[src/rtl/scan_pkg.sv]
// Shared definitions for the scan controller.
//   state_e      : FSM state encoding, also driven on state_o
//   SPD_W        : width of the speed level
//   TICK_W       : width of the step period / tick counter
//   step_period(): cycles per step for a given clock frequency and speed level
package scan_pkg;

  typedef enum logic [1:0] {
    ST_IDLE  = 2'd0,
    ST_RUN   = 2'd1,
    ST_PAUSE = 2'd2,
    ST_HOME  = 2'd3
  } state_e;

  localparam int unsigned SPD_W  = 2;
  localparam int unsigned TICK_W = 25;
  localparam logic [SPD_W-1:0] SPD_MAX = '1;

  // Each speed level halves the step period: clk_freq / (100 << spd).
  function automatic logic [TICK_W-1:0] step_period(input int unsigned clk_freq,
                                                    input logic [SPD_W-1:0] spd);
    int unsigned div;
    div = 32'd100 << spd;
    return TICK_W'(clk_freq / div);
  endfunction

endpackage

[src/rtl/step_tick_gen.sv]
// Programmable period counter for the scan step rate.
//   clk_i    : clock
//   rst_i    : synchronous active-high reset
//   clr_i    : restart the count from 0 (wins over hold)
//   hold_i   : freeze the count, suppress tick
//   period_i : cycles per tick
//   tick_o   : one-cycle pulse in the cycle the count sits at period_i-1
module step_tick_gen
  import scan_pkg::*;
(
  input  logic              clk_i,
  input  logic              rst_i,
  input  logic              clr_i,
  input  logic              hold_i,
  input  logic [TICK_W-1:0] period_i,
  output logic              tick_o
);

  logic [TICK_W-1:0] cnt_q, cnt_d;
  logic              at_end;

  // >= so a count left beyond a shorter period still wraps cleanly.
  assign at_end = (cnt_q >= period_i - TICK_W'(1));
  assign tick_o = at_end && !hold_i && !clr_i;

  always_comb begin
    cnt_d = cnt_q;
    if (clr_i) begin
      cnt_d = '0;
    end else if (!hold_i) begin
      cnt_d = at_end ? '0 : cnt_q + TICK_W'(1);
    end
  end

  always_ff @(posedge clk_i) begin
    if (rst_i) cnt_q <= '0;
    else       cnt_q <= cnt_d;
  end

endmodule

[src/rtl/scan_ctrl.sv]
// Scan controller: start/pause/stop keys drive a forward scan from 0 to
// POS_MAX, then an automatic homing pass back to 0 at the fastest rate.
//   clk_i, rst_i          : clock, synchronous active-high reset
//   start_cap, stop_cap   : one-cycle key presses (start/pause/resume, abort)
//   spd_up_cap, spd_dn_cap: one-cycle key presses for speed level 0..3
//   step_o                : one-cycle step pulse, pos_o already updated
//   dir_o                 : 1 forward, 0 homing
//   pos_o, speed_o        : current position and speed level
//   state_o, busy_o       : FSM state, high when not idle
//   done_o                : pulse with the step that reaches POS_MAX
//
// state | meaning
// IDLE  | waiting for start, position at 0
// RUN   | stepping forward at the selected speed
// PAUSE | forward scan frozen, tick count held
// HOME  | stepping back to 0 at top speed, keys ignored
module scan_ctrl
  import scan_pkg::*;
#(
  parameter int unsigned CLK_FREQ = 100000000,
  parameter int unsigned POS_W    = 8,
  parameter int unsigned POS_MAX  = 255
) (
  input  logic             clk_i,
  input  logic             rst_i,
  input  logic             start_cap,
  input  logic             stop_cap,
  input  logic             spd_up_cap,
  input  logic             spd_dn_cap,
  output logic             step_o,
  output logic             dir_o,
  output logic [POS_W-1:0] pos_o,
  output logic [1:0]       speed_o,
  output logic [1:0]       state_o,
  output logic             busy_o,
  output logic             done_o
);

  localparam logic [POS_W-1:0] POS_LAST = POS_W'(POS_MAX);

  state_e            state_q, state_d;
  logic [SPD_W-1:0]  spd_q, spd_d;
  logic [POS_W-1:0]  pos_q, pos_d;
  logic              step_q, step_d;
  logic              done_q, done_d;
  logic [TICK_W-1:0] period;
  logic              tick, tick_clr, tick_hold;

  // State register
  always_ff @(posedge clk_i) begin
    if (rst_i) state_q <= ST_IDLE;
    else       state_q <= state_d;
  end

  // Next-state logic; stop outranks start wherever stop is honoured.
  always_comb begin
    state_d = state_q;
    unique case (state_q)
      ST_IDLE:  if (start_cap) state_d = ST_RUN;
      ST_RUN: begin
        if (pos_q == POS_LAST) state_d = ST_HOME;
        else if (stop_cap)     state_d = ST_HOME;
        else if (start_cap)    state_d = ST_PAUSE;
      end
      ST_PAUSE: begin
        if (stop_cap)       state_d = ST_HOME;
        else if (start_cap) state_d = ST_RUN;
      end
      ST_HOME:  if (pos_q == '0) state_d = ST_IDLE;
      default:  state_d = ST_IDLE;
    endcase
  end

  // Outputs decoded from state
  always_comb begin
    state_o = state_q;
    busy_o  = (state_q != ST_IDLE);
    dir_o   = (state_q != ST_HOME);
  end

  // Speed level, saturating; simultaneous up+down cancel.
  always_comb begin
    spd_d = spd_q;
    if (spd_up_cap && !spd_dn_cap && spd_q != SPD_MAX)   spd_d = spd_q + SPD_W'(1);
    else if (spd_dn_cap && !spd_up_cap && spd_q != '0)   spd_d = spd_q - SPD_W'(1);
  end

  // Period restarts on a fresh scan, on entering HOME and on a speed change.
  assign period    = (state_q == ST_HOME) ? step_period(CLK_FREQ, SPD_MAX)
                                          : step_period(CLK_FREQ, spd_q);
  assign tick_clr  = (state_q == ST_IDLE && state_d == ST_RUN) ||
                     (state_q != ST_HOME && state_d == ST_HOME) ||
                     (spd_d != spd_q);
  assign tick_hold = !(state_q == ST_RUN || state_q == ST_HOME);

  step_tick_gen u_tick (
    .clk_i    (clk_i),
    .rst_i    (rst_i),
    .clr_i    (tick_clr),
    .hold_i   (tick_hold),
    .period_i (period),
    .tick_o   (tick)
  );

  // Position and step pulse are registered together so pos_o is already
  // updated in the cycle step_o is high.
  always_comb begin
    pos_d  = pos_q;
    step_d = 1'b0;
    done_d = 1'b0;
    if (state_q == ST_IDLE && state_d == ST_RUN) begin
      pos_d = '0;
    end else if (tick) begin
      if (state_q == ST_RUN && pos_q < POS_LAST) begin
        pos_d  = pos_q + POS_W'(1);
        step_d = 1'b1;
        done_d = ((pos_q + POS_W'(1)) == POS_LAST);
      end else if (state_q == ST_HOME && pos_q != '0) begin
        pos_d  = pos_q - POS_W'(1);
        step_d = 1'b1;
      end
    end
  end

  always_ff @(posedge clk_i) begin
    if (rst_i) begin
      spd_q  <= '0;
      pos_q  <= '0;
      step_q <= 1'b0;
      done_q <= 1'b0;
    end else begin
      spd_q  <= spd_d;
      pos_q  <= pos_d;
      step_q <= step_d;
      done_q <= done_d;
    end
  end

  assign pos_o   = pos_q;
  assign speed_o = spd_q;
  assign step_o  = step_q;
  assign done_o  = done_q;

endmodule

[config.mk]
export PLATFORM = sky130hd
export DESIGN_NAME = scan_ctrl
export DESIGN_NICKNAME = d
export VERILOG_FILES = /design/src/rtl/scan_pkg.sv /design/src/rtl/step_tick_gen.sv /design/src/rtl/scan_ctrl.sv
export SDC_FILE = /design/constraint.sdc
export NUM_CORES = 1
export LEC_CHECK = 0
export ABC_CLOCK_PERIOD_IN_PS = 43100
export CAP_MARGIN = 20
export CORE_MARGIN = 2
export CORE_UTILIZATION = 65
export CTS_BUF_LIST = sky130_fd_sc_hd__clkbuf_2
export DETAILED_ROUTE_END_ITERATION = 10
export DONT_BUFFER_PORTS = 1
export GPL_TIMING_DRIVEN = 0
export PLACE_DENSITY_LB_ADDON = 0.05
export SYNTH_ARGS = -nofsm -noshare
export SYNTH_HDL_FRONTEND = slang
export SYNTH_SLANG_ARGS = --single-unit
[constraint.sdc]
create_clock -name clk_i -period 43.1 [get_ports clk_i]
set_clock_uncertainty 0.15 [all_clocks]
set_input_delay 12.93 -clock clk_i [delete_from_list [all_inputs] [get_ports clk_i]]
set_output_delay 12.93 -clock clk_i [all_outputs]
set_load 0.005 [all_outputs]
# Word level (Yosys, flattened, before mapping)
# Index checks and enable logic that the tools add are counted.
# totals
ff_bits	39
latch_bits	0
ramBits	0
romBits	0
out_inout_bits	16
wordCells	70
memories	0
# op_classes
n_addsub	6
n_mul	0
div_mod_pow	1
n_lt_le_gt_ge	2
n_eq_ne	10
n_shift	1
mux	15
n_bitwise	2
reduce_logical	27
# op_table
cell	n
$mux W25	2
$div A27 B32 Y32 const A	1
$shl A7 B2 Y32 const A	1
$add A25 B1 Y25 const B	1
$ge A25 B25 Y1	1
$sub A25 B1 Y25 const B	1
$eq A8 B8 Y1 const B	2
$mux W2	8
$mux W8	2
$logic_and A1 B1 Y1	10
$add A8 B1 Y8 const B	1
$logic_not A8 Y1	1
$lt A8 B8 Y1 const B	1
$pmux W2 S4	1
$reduce_bool A8 Y1	1
$sub A8 B1 Y8 const B	1
$eq A2 B2 Y1 const B	3
$reduce_bool A2 Y1	3
$eq A2 B1 Y1 const B	2
$ne A2 B2 Y1 const B	2
$reduce_or A2 Y1	2
$reduce_or A4 Y1	1
$logic_not A1 Y1	3
$logic_or A1 B1 Y1	3
8 further kinds	10

# Depth between registers and ports, before layout
# Gate-level depths: netlist of the first run.
# logic_depth
depth_word	12
depth_mapped	95
ltp_nobuf	89

# By module
# From an unflattened synthesis of the first run, not the netlist that was laid out.
# unflattened
hier_cells	934
area_unflattened_um2	6688.9
# by_module_without_submodules
mod	instances	cells_each	area_each_um2	seq_area_each_um2
scan_ctrl	1	681	4583.1	280.3
step_tick_gen	1	253	2105.8	500.5

# Worst setup path before layout of the first run
# Ideal clock, no wire load.
# synth_path
path_type	reg2reg
start	register spd_q[1], in the netlist speed_o[1]
end	register pos_q[3], in the netlist pos_o[3]
setup_ns	0.137
t_arrival_ns	17.194
required_time_ns	42.813
path_slack_ns	25.619
stages_incl_launch_ff	95
n_path_buf	5
cell_sequence	dfxtp_1 buf_6 inv_1 ha_1 clkbuf_1 inv_1 clkbuf_1 ha_1 nand2_1 a221oi_4 ha_1 nor4b_1 and2_1 a21oi_1 ha_1 nor2_1 inv_1 a21oi_1 (+59 left out) o21ai_0 nand2b_1 a21oi_1 nor2b_1 o21ai_0 nand2b_1 a21oi_1 nor2_1 a211oi_1 nor2_1 a211oi_1 o211ai_1 nand2_1 a211o_1 clkbuf_1 a21oi_1 xnor2_1 nor2_1
# synth_via
elab_chain_cells	9
# synth_rtl
element	line_no	source
start, declared	scan_ctrl.sv:42	logic [SPD_W-1:0] spd_q, spd_d;
start signal, assigned	scan_ctrl.sv:132	spd_q <= spd_d;
parallel branches: the longest is 7 deep, another holds $div A27 B32 Y32	--	
$logic_and A1 B1 Y1 (*)	step_tick_gen.sv:24	assign tick_o = at_end && !hold_i && !clr_i;
$reduce_and A2 Y1 (no source line) (*)	--	
end signal, assigned	scan_ctrl.sv:133	pos_q <= pos_d;
end, declared	scan_ctrl.sv:43	logic [POS_W-1:0] pos_q, pos_d;
# Every way passes the cells marked *.
# A chain may end at the register's enable or synchronous reset.

# Worst setup path in the final report of the first run
# layout_path
start	register spd_q[1], in the netlist speed_o[1]
end	register pos_q[7], in the netlist pos_o[7]
# The elaborated chain is that of the path after synthesis.

==> reports/metrics.csv, run 1 <==
stage,metric,value,unit
placement,dpl_cell_area,6430,um^2
die,dieArea,10400,um^2
finish,fill_cells,847,
global_routing,grt_max_degree,17,
placement,gp_congestion,0.998,
setup_path,cp_top_family,compound AO/OA/AOI/OAI gates,
global_routing,grt_pass1_vias,6492,
clocking,numCtsBuffers,5,
synthesis,ys_ff_latch,39,
clocking,cts.clk_slew.worst_paths,200,ps
finish,antenna_cells,0,
finish,finalNonFillerCells,1004,
flow_run,cap_violations,0,
placement,dp_hpwl,14900,um
drt,wire_per_inst,19.3,um
sta,tightest_slew,804,ps
sta,rsz0062_at_grt,false,
sta,fin_setup_tns,0,ps
clocking,cts_tree,done,
synthesis,netlist-cell-type-count,105,
die,initial_core_util,67.5,%
die,core-area,9280,um^2
synthesis,synth_cells,867,
drt,drt_iter0_drc,760,
drt,drt-vias-per-instance,6.89,
setup_path,end_kind,flip-flop,
sta,whs,427,ps
setup_path,arrival,21870,ps
clocking,clk_latency,390,ps
worst_hold_path,hp-class,flip-flop to flip-flop,
setup_path,cp-start-kind,flip-flop,
pwr,p_leak,2.66,nW
clocking,cts_setup_buffers,0,
setup_path,cp_num_buf_inv,9,
synthesis,yosysSeqAreaShare,12.5,%
setup_path,slowest_delay,880,ps
placement,portBuffers,0,
finish,final_area,6520,um^2
die,rows,35,
drt,drc,0,
drt,vias,6918,
placement,pre_cts_ws,21990,ps
pwr,power_density,33.0,nW/um^2
clocking,cts.htree.levels,2,
pwr,p_total,0.215,mW
drt,wl,19400,um
die,die_x,102,um
sta,period_minus_slack,21750,ps
clocking,clockRootBuffer,clkbuf_2,
placement,dp.cells,996,
finish,nets,947,
global_routing,antenna_found_initial,0,
drt,ant_nets,0,
die,fp.dieH,102,um
clocking,ctsHoldBuffers,0,
synthesis,synth_edf_count,0,
setup_path,worstPathMaxFanout,16,
synthesis,ys.flop_type,dfxtp_1,
pwr,ir_drop,0.0000335,V
die,pin_count,22,
clocking,cts.sinks,39,
pwr,combPwrFrac,69.4,%
synthesis,yosysWarnings,0,
sta,fmax,0.0460,GHz
finish,multi_input_area,5180,um^2
clocking,cts.path.max_buffers,2,
synthesis,avgSynthCellArea,7.23,um^2
setup_path,cpMostUsedCell,ha_1,
outcome,status,"finished, final reports clean",
synthesis,async_flop_share,0,%
setup_path,cp.required,43230,ps
global_routing,grt-ovfl-total,0,
sta,hold_viol,0,
sta,slew-limit-headroom,46.4,%
synthesis,syn_nets,940,
synthesis,syn_area,6270,um^2
pwr,sw_frac_of_total,50.9,%
global_routing,grt_first_pass_wirelength,31400,um
finish,seq_area,781,um^2
clocking,postCtsResizedCells,0,
finish,drive_gt1_share,8.46,%
setup_path,slowest_stage,dfxtp_1,
sta,period_share,50.5,%
sta,setup_viol,0,
drt,dr.pass1.iters,8,
pwr,p_int,0.106,mW
sta,setup_ws,21350,ps
sta,drv_slew,0,
pwr,power_frac_clock,13.0,%
finish,area_growth,4.01,%
pwr,p_seq_share,17.6,%
global_routing,grtUsageTotal,37.4,%
setup_path,crit_type,flip-flop to flip-flop,
finish,post-route-util,70.2,%
pwr,p_switching,0.110,mW
==> worst min-delay path, stage by stage (launching register included) <==
cell,delay (ps)
dfxtp_1,410
xor2_1,80
nor2_1,70
==> area by class of cell <==
type / count / area share, %
Clock inverter: 2 / 0.921
Buffer: 47 / 3.26
Multi-Input combinational cell: 757 / 79.5
Sequential cell: 39 / 12.0
Clock buffer: 6 / 0.461
Tap cell: 129 / 2.48
Inverter: 24 / 1.38
==> cell usage after synthesis, types with 20 or more instances <==
| cell type | number | area share, % |
|---|---|---|
| nor2_1 | 109 | 6.5 |
| nand2_1 | 93 | 5.6 |
| a21oi_1 | 72 | 5.8 |
| ha_1 | 67 | 13 |
| o21ai_0 | 44 | 3.5 |
| dfxtp_1 | 39 | 12 |
| clkbuf_1 | 34 | 2.0 |
| nor3_1 | 31 | 2.5 |
| nand3_1 | 29 | 2.3 |
| xnor2_1 | 21 | 2.9 |
| inv_1 | 20 | 1.2 |
| xor2_1 | 20 | 2.8 |
==> worst paths after layout <==
| check | from | end | slack, ps | cells past startpoint |
|---|---|---|---|---|
| setup reg to reg | speed_o[1] | pos_o[7] | 21350 | 91 |
| setup / recovery | speed_o[1] | pos_o[7] | 21350 | 91 |
| hold / removal | u_tick.cnt_q[24] | u_tick.cnt_q[24] | 430 | 2 |
| hold reg to reg | u_tick.cnt_q[24] | u_tick.cnt_q[24] | 430 | 2 |
==> registers in the layout, summed over array words and instances, names as in the netlist <==
signal        count
speed_o           2
state_o           2
done_o            1
step_o            1
pos_o             8
u_tick.cnt_q     25
==> layout by cell type (no fill, tap or decap), drive strengths merged, types with 7 or more instances in the layout <==
master   instances
nor2           110
nand2           94
a21oi           75
ha              67
o21ai           48
clkbuf          40
dfxtp           39
nor3            34
nand3           29
xnor2           21
inv             21
xor2            20
nand4           19
or2             15
a31oi           13
buf             13
a21o            12
a211oi          12
and2            10
o211a           10
nor2b            9
nand2b           9
or3              9
and3             9
o21bai           7
o2111ai          7
o21a             7
o211ai           7
==> routing by layer <==
layer / share of wire (%) / up-vias / wire length, um / global-route usage (%)
met5: 0 / - / 0 / 0
met4: 4.7 / 0 / 915 / 16.6
met3: 8.5 / 88 / 1650 / 3.15
met2: 46 / 400 / 8970 / 63.7
met1: 41 / 3212 / 7890 / 48.4
li1: - / 3218 / - / -
==> power groups by stage <==
| stage | sequential, mW | clock (mW) | combinational [mW] |
|---|---|---|---|
| 2_1_floorplan | 0.0381 | 0 | 0.111 |
| 6_report | 0.0380 | 0.0280 | 0.149 |
| 3_3_place_gp | 0.0386 | 0 | 0.140 |
| 5_1_grt | 0.0380 | 0.0294 | 0.160 |
| 3_5_place_dp | 0.0387 | 0 | 0.143 |
| 4_1_cts | 0.0379 | 0.0285 | 0.144 |
==> kinds of logic (layout without fill, tap and decap cells) <==
family / after synthesis / after routing / synth area share [%]
buf+inv: 71 / 79 / 4.83
compound gates: 262 / 262 / 31.7
simple gates: 378 / 378 / 30.2
xor+xnor: 41 / 41 / 5.73
mux: 9 / 9 / 1.76
fa+ha+maj: 67 / 67 / 13.4
flops: 39 / 39 / 12.5
Note: power is estimated with default switching activity, not from simulation.
==> run 2: changes to the inputs <==
--- a/config.mk
+++ b/config.mk
@@ -5,10 +5,10 @@
 export SDC_FILE = /design/constraint.sdc
 export NUM_CORES = 1
 export LEC_CHECK = 0
-export ABC_CLOCK_PERIOD_IN_PS = 43100
+export ABC_CLOCK_PERIOD_IN_PS = 17710
 export CAP_MARGIN = 20
 export CORE_MARGIN = 2
-export CORE_UTILIZATION = 65
+export CORE_UTILIZATION = 61
 export CTS_BUF_LIST = sky130_fd_sc_hd__clkbuf_2
 export DETAILED_ROUTE_END_ITERATION = 10
 export DONT_BUFFER_PORTS = 1
==> constraint.sdc (replaced) <==
create_clock -name clk_i -period 17.71 [get_ports clk_i]
set_clock_uncertainty 0.15 [all_clocks]
set_input_delay 5.313 -clock clk_i [delete_from_list [all_inputs] [get_ports clk_i]]
set_output_delay 5.313 -clock clk_i [all_outputs]
set_load 0.005 [all_outputs]
==> run 2 against run 1 <==
Against the previous run:
- critical path depth did not move
- fmax rose by 25%
- clock power rose by 90%
- power rose to 2.8 times the previous value
- critical endpoint is now pos_o[4]
- largest cell class unchanged
- highest routed layer unchanged
==> reports/metrics.csv, run 2 (synthesis results as in run 1) <==
stage,metric,value,unit
setup_path,slowest_stage,dfxtp_4,
clocking,cts.htree.levels,2,
setup_path,cpMostUsedCell,ha_4,
sta,tightest_slew,979,ps
finish,mostFrequentLayoutCell,nor2_1,
setup_path,end_kind,flip-flop,
clocking,numCtsBuffers,5,
sta,fmax,0.0575,GHz
outcome,status,"finished, final reports clean",
sta,setup_ws,322,ps
global_routing,grtUsageTotal,36.9,%
die,dieArea,11100,um^2
setup_path,worstPathMaxFanout,8,
setup_path,crit_type,flip-flop to flip-flop,
sta,hold_viol,0,
clocking,clk_latency,430,ps
setup_path,arrival,17620,ps
drt,drt_iter0_drc,754,
sta,period_share,98.2,%
drt,drc,0,
sta,whs,421,ps
global_routing,grt_max_degree,15,
setup_path,cp_num_buf_inv,10,
sta,slew-limit-headroom,34.2,%
global_routing,antenna_found_initial,0,
flow_run,cap_violations,0,
placement,pre_cts_ws,-3570,ps
pwr,power_density,80.9,nW/um^2
global_routing,grt-ovfl-total,0,
clocking,cts_tree,done,
drt,ant_nets,0,
drt,vias,7356,
finish,antenna_cells,0,
setup_path,cp_top_family,compound AO/OA/AOI/OAI gates,
clocking,cts.clk_slew.worst_paths,200,ps
drt,drt-vias-per-instance,6.95,
placement,gp_congestion,0.996,
setup_path,cp.required,17940,ps
finish,area_growth,18.8,%
sta,setup_viol,0,
worst_hold_path,hp-class,flip-flop to flip-flop,
sta,drv_slew,0,
drt,wire_per_inst,20.7,um
finish,nets,998,
pwr,ir_drop,0.0000661,V
sta,period_minus_slack,17390,ps
drt,wl,21900,um
global_routing,grt_first_pass_wirelength,33600,um
finish,most-common-layout-cells,"nor2_1, nand2_1, a21oi_1",
finish,largest_reg_flops,25,
finish,drive_gt1_share,21.0,%
die,rows,36,
placement,portBuffers,0,
global_routing,grt_pass1_vias,6790,
finish,fill_cells,752,
clocking,cts.path.max_buffers,2,
setup_path,slowest_delay,490,ps
die,core-area,9860,um^2
pwr,p_leak,3.01,nW
clocking,clockRootBuffer,clkbuf_2,
placement,dp_hpwl,15200,um
die,fp.dieH,105,um
die,die_x,105,um
setup_path,cp-start-kind,flip-flop,
drt,dr.pass1.iters,7,
finish,largest-register,u_tick.cnt_q,
die,initial_core_util,63.5,%
die,pin_count,22,
clocking,cts.sinks,39,
-- run 2: changes by cell type in the layout (fill, tap and decap cells not counted), sizes merged --
cell,delta
buf,+55
clkbuf,-5
clkinv,+2
clkinvlp,+2
inv,-2
bufinv,-1
-- run 2: what timing repair did --
item | 4_1_cts | 5_1_grt
setup buffers | 19 | 33
pin swaps | 20 | 38
hold buffers | 0 | 0
resized for setup | 60 | 67
endpoints found under the setup margin | 35 | 35
-- run 2: through the flow --
stage	cells	util [%]	power [mW]	setup TNS, ps	area [um^2]
6_report	1059	75.5	0.602	0	7440
5_1_grt	1059	75.5	0.631	-4350	7440
4_1_cts	1027	69.8	0.530	0	6880
3_5_place_dp	1000	65.2	0.444	-115780	6430
3_3_place_gp	1000	65.2	0.438	-104360	6430
2_1_floorplan	867	-	0.363	0	6270
-- run 2: routing by layer --
metal	GRT usage, %	vias to the layer above	share of wire (%)
met1	47.0	3455	39
li1	-	3326	-
met3	5.32	114	9.5
met2	60.4	461	46
met4	19.0	0	4.8
met5	0	-	0
-- run 2: report_power, final --
part	internal [mW]	switching, mW
logic	0.185	0.272
registers	0.0892	0.00308
clock network	0.0232	0.0300
total	0.297	0.305
-- run 2: worst paths after layout --
| path | from | to | slack, ps | cells after the start |
|---|---|---|---|---|
| worst max-delay path | speed_o[1] | pos_o[4] | 320 | 91 |
| worst min-delay path | u_tick.cnt_q[10] | u_tick.cnt_q[10] | 420 | 2 |
| worst max register to register | speed_o[1] | pos_o[4] | 320 | 91 |
| worst min register to register | u_tick.cnt_q[10] | u_tick.cnt_q[10] | 420 | 2 |
-- run 2: worst reg2reg max path: cells and delay by family (launching register included) --
family | cells | cell delay (ps)
buffers and inverters | 10 | 1260
DFF | 1 | 490
AOI/OAI and AO/OA | 35 | 6660
xor gates and xnor gates | 1 | 140
adders and majority gates | 13 | 3170
and+or+nand+nor | 30 | 4990
muxes | 2 | 530
-- run 2: area by class of cell --
type                       instances  area [um^2]  area share, %
multi-input combinational        757         5640           75.8
sequential                        39          788           10.6
timing repair buffer              52          394           5.29
buffer                            46          289           3.88
tap                              133          166           2.24
inverter                          24          103           1.38
clock inverter                     3         38.8          0.521
clock buffer                       5         25.0          0.336
==> run 3: changes to the inputs <==
--- a/config.mk
+++ b/config.mk
@@ -5,9 +5,9 @@
 export SDC_FILE = /design/constraint.sdc
 export NUM_CORES = 1
 export LEC_CHECK = 0
+export ABC_AREA = 0
 export ABC_CLOCK_PERIOD_IN_PS = 17710
 export CAP_MARGIN = 20
-export CORE_MARGIN = 2
 export CORE_UTILIZATION = 61
 export CTS_BUF_LIST = sky130_fd_sc_hd__clkbuf_2
 export DETAILED_ROUTE_END_ITERATION = 10
==> run 3 against run 2 <==
Against the previous run:
- count of clock-buffer cells in the layout is 1 higher
- combinational power hardly changed
- setup slack worse by 130 ps
- sequential cell count stayed put
- highest routed layer unchanged
- die area is 3.8% lower
- sequential power is 0.5% higher
- wire length is 4.6% higher
- via count is 1.6% higher
- non-clock buffer count is 14 higher
- cell count is 1.3% higher
- core utilization is 1.5 points higher
- sequential share of layout area is 0.25 points lower
==> reports/metrics.csv, run 3 (synthesis results as in run 1) <==
stage,metric,value,unit
sta,period_minus_slack,17520,ps
pwr,ir_drop,0.0000810,V
clocking,cts_tree,done,
sta,fmax,0.0571,GHz
finish,largest-register,u_tick.cnt_q,
clocking,cts.clk_slew.worst_paths,190,ps
pwr,p_leak,3.12,nW
die,fp.dieH,103,um
sta,slew-limit-headroom,34.5,%
die,core-area,9860,um^2
global_routing,grt-ovfl-total,0,
clocking,numCtsBuffers,5,
setup_path,cpMostUsedCell,ha_4,
finish,largest_reg_flops,25,
placement,dp.cells,1000,
placement,dp_hpwl,15500,um
setup_path,cp.required,17910,ps
outcome,status,"finished, final reports clean",
finish,antenna_cells,0,
die,pin_count,22,
die,die_x,103,um
setup_path,r2r_end,pos_o[5],
setup_path,worstPathMaxFanout,10,
flow_run,cap_violations,0,
finish,final_area,7600,um^2
setup_path,r2r_cells,90,
drt,ant_nets,0,
drt,wl,22900,um
clocking,ctsHoldBuffers,0,
drt,wire_per_inst,21.3,um
finish,area_growth,21.2,%
setup_path,arrival,17720,ps
global_routing,antenna_found_initial,0,
setup_path,r2r_setup_slack,190,ps
worst_hold_path,hp-class,flip-flop to flip-flop,
clocking,cts.path.max_buffers,2,
worst_hold_path,hold_start,u_tick.cnt_q[7],
placement,gp_congestion,0.969,
finish,drive_gt1_share,22.3,%
die,rows,36,
clocking,clk_latency,410,ps
worst_hold_path,whs_path_depth,2,
finish,post-route-util,77.0,%
setup_path,slowest_delay,460,ps
drt,dr.pass1.iters,6,
pwr,power_density,81.4,nW/um^2
sta,tightest_slew,970,ps
die,dieArea,10700,um^2
sta,period_share,98.9,%
drt,drt_iter0_drc,798,
finish,fill_cells,712,
placement,dpl_cell_area,6430,um^2
finish,mostFrequentLayoutCell,nor2_1,
clocking,cts.sinks,39,
sta,hold_viol,0,
setup_path,rr_startpoint,speed_o[1],
setup_path,end_kind,flip-flop,
drt,vias,7472,
sta,fin_setup_tns,0,ps
worst_hold_path,worstHoldEndpoint,u_tick.cnt_q[7],
sta,setup_viol,0,
sta,drv_slew,0,
finish,finalNonFillerCells,1073,
sta,setup_ws,191,ps
setup_path,cp-start-kind,flip-flop,
clocking,cts.htree.levels,2,
global_routing,grt_pass1_vias,6613,
global_routing,grtUsageTotal,39.8,%
clocking,clockRootBuffer,clkbuf_2,
placement,pre_cts_ws,-3690,ps
drt,drc,0,
finish,most-common-layout-cells,"nor2_1, nand2_1, buf_4",
setup_path,crit_type,flip-flop to flip-flop,
placement,portBuffers,0,
drt,drt-vias-per-instance,6.96,
global_routing,grt_max_degree,15,
finish,nets,1012,
global_routing,grt_first_pass_wirelength,32900,um
setup_path,slowest_stage,dfxtp_4,
die,initial_core_util,63.5,%
-- run 3: cell count changes in the layout (fill, tap and decap cells not counted), sizes merged --
cell,previous run,this run
buf,68,80
bufinv,1,2
clkbuf,35,38
clkinv,5,3
-- run 3: repair_timing --
action,CTS,global route
endpoints found under the hold margin,0,0
setup endpoints to repair,35,35
resized for setup,64,64
cloned,0,1
buffers inserted,20,44
pin swaps,21,49
-- run 3: worst max-delay path, delay by kind of cell (launching register included) --
family,cells,cell delay (ps)
AO/OA/AOI/OAI,33,6360
AND/OR/NAND/NOR,31,5370
adder cells (fa/ha/maj),13,3140
buffers and inverters,10,1280
multiplexers,2,510
flip-flops,1,460
XOR/XNOR,1,150
-- run 3: worst max-delay path by stage --
stage	startpoint	depth (start not counted)	to	slack, ps
2_1_floorplan	speed_o[1]	94	pos_o[3]	230
3_3_place_gp	speed_o[1]	91	pos_o[7]	-3260
3_5_place_dp	speed_o[1]	91	pos_o[3]	-3690
4_1_cts	speed_o[1]	96	pos_o[3]	10
5_1_grt	speed_o[1]	93	pos_o[5]	-570
6_report	speed_o[1]	90	pos_o[5]	190
-- run 3: routing by layer --
metal	up-vias	GRT usage (%)	wire [um]
met5	-	0	0
met4	0	22.5	1200
li1	3360	-	-
met3	141	7.59	2380
met2	507	65.1	10500
met1	3464	48.9	8790
-- run 3: final cells by class --
cell class | instances | area, um^2 | share of cell area, %
Tap cell | 133 | 166 | 2.19
Multi-Input combinational cell | 757 | 5640 | 74.2
Sequential cell | 39 | 786 | 10.3
Clock buffer | 6 | 30.0 | 0.395
Buffer | 47 | 293 | 3.85
Timing Repair Buffer | 65 | 517 | 6.80
Inverter | 24 | 108 | 1.42
Clock inverter | 2 | 60.1 | 0.791
-- run 3: report_power, final --
group	switching, mW	internal [mW]	total, mW
clock	0.0293	0.0386	0.0679
combinational	0.274	0.184	0.458
sequential	0.00362	0.0892	0.0928
total	0.307	0.311	0.618
-- run 3: through the flow --
step / power, mW / hold slack, ps
floorplan: 0.363 / 335
global placement: 0.440 / 362
detailed placement: 0.446 / 385
CTS: 0.547 / 430
global route: 0.647 / 458
finish: 0.618 / 428
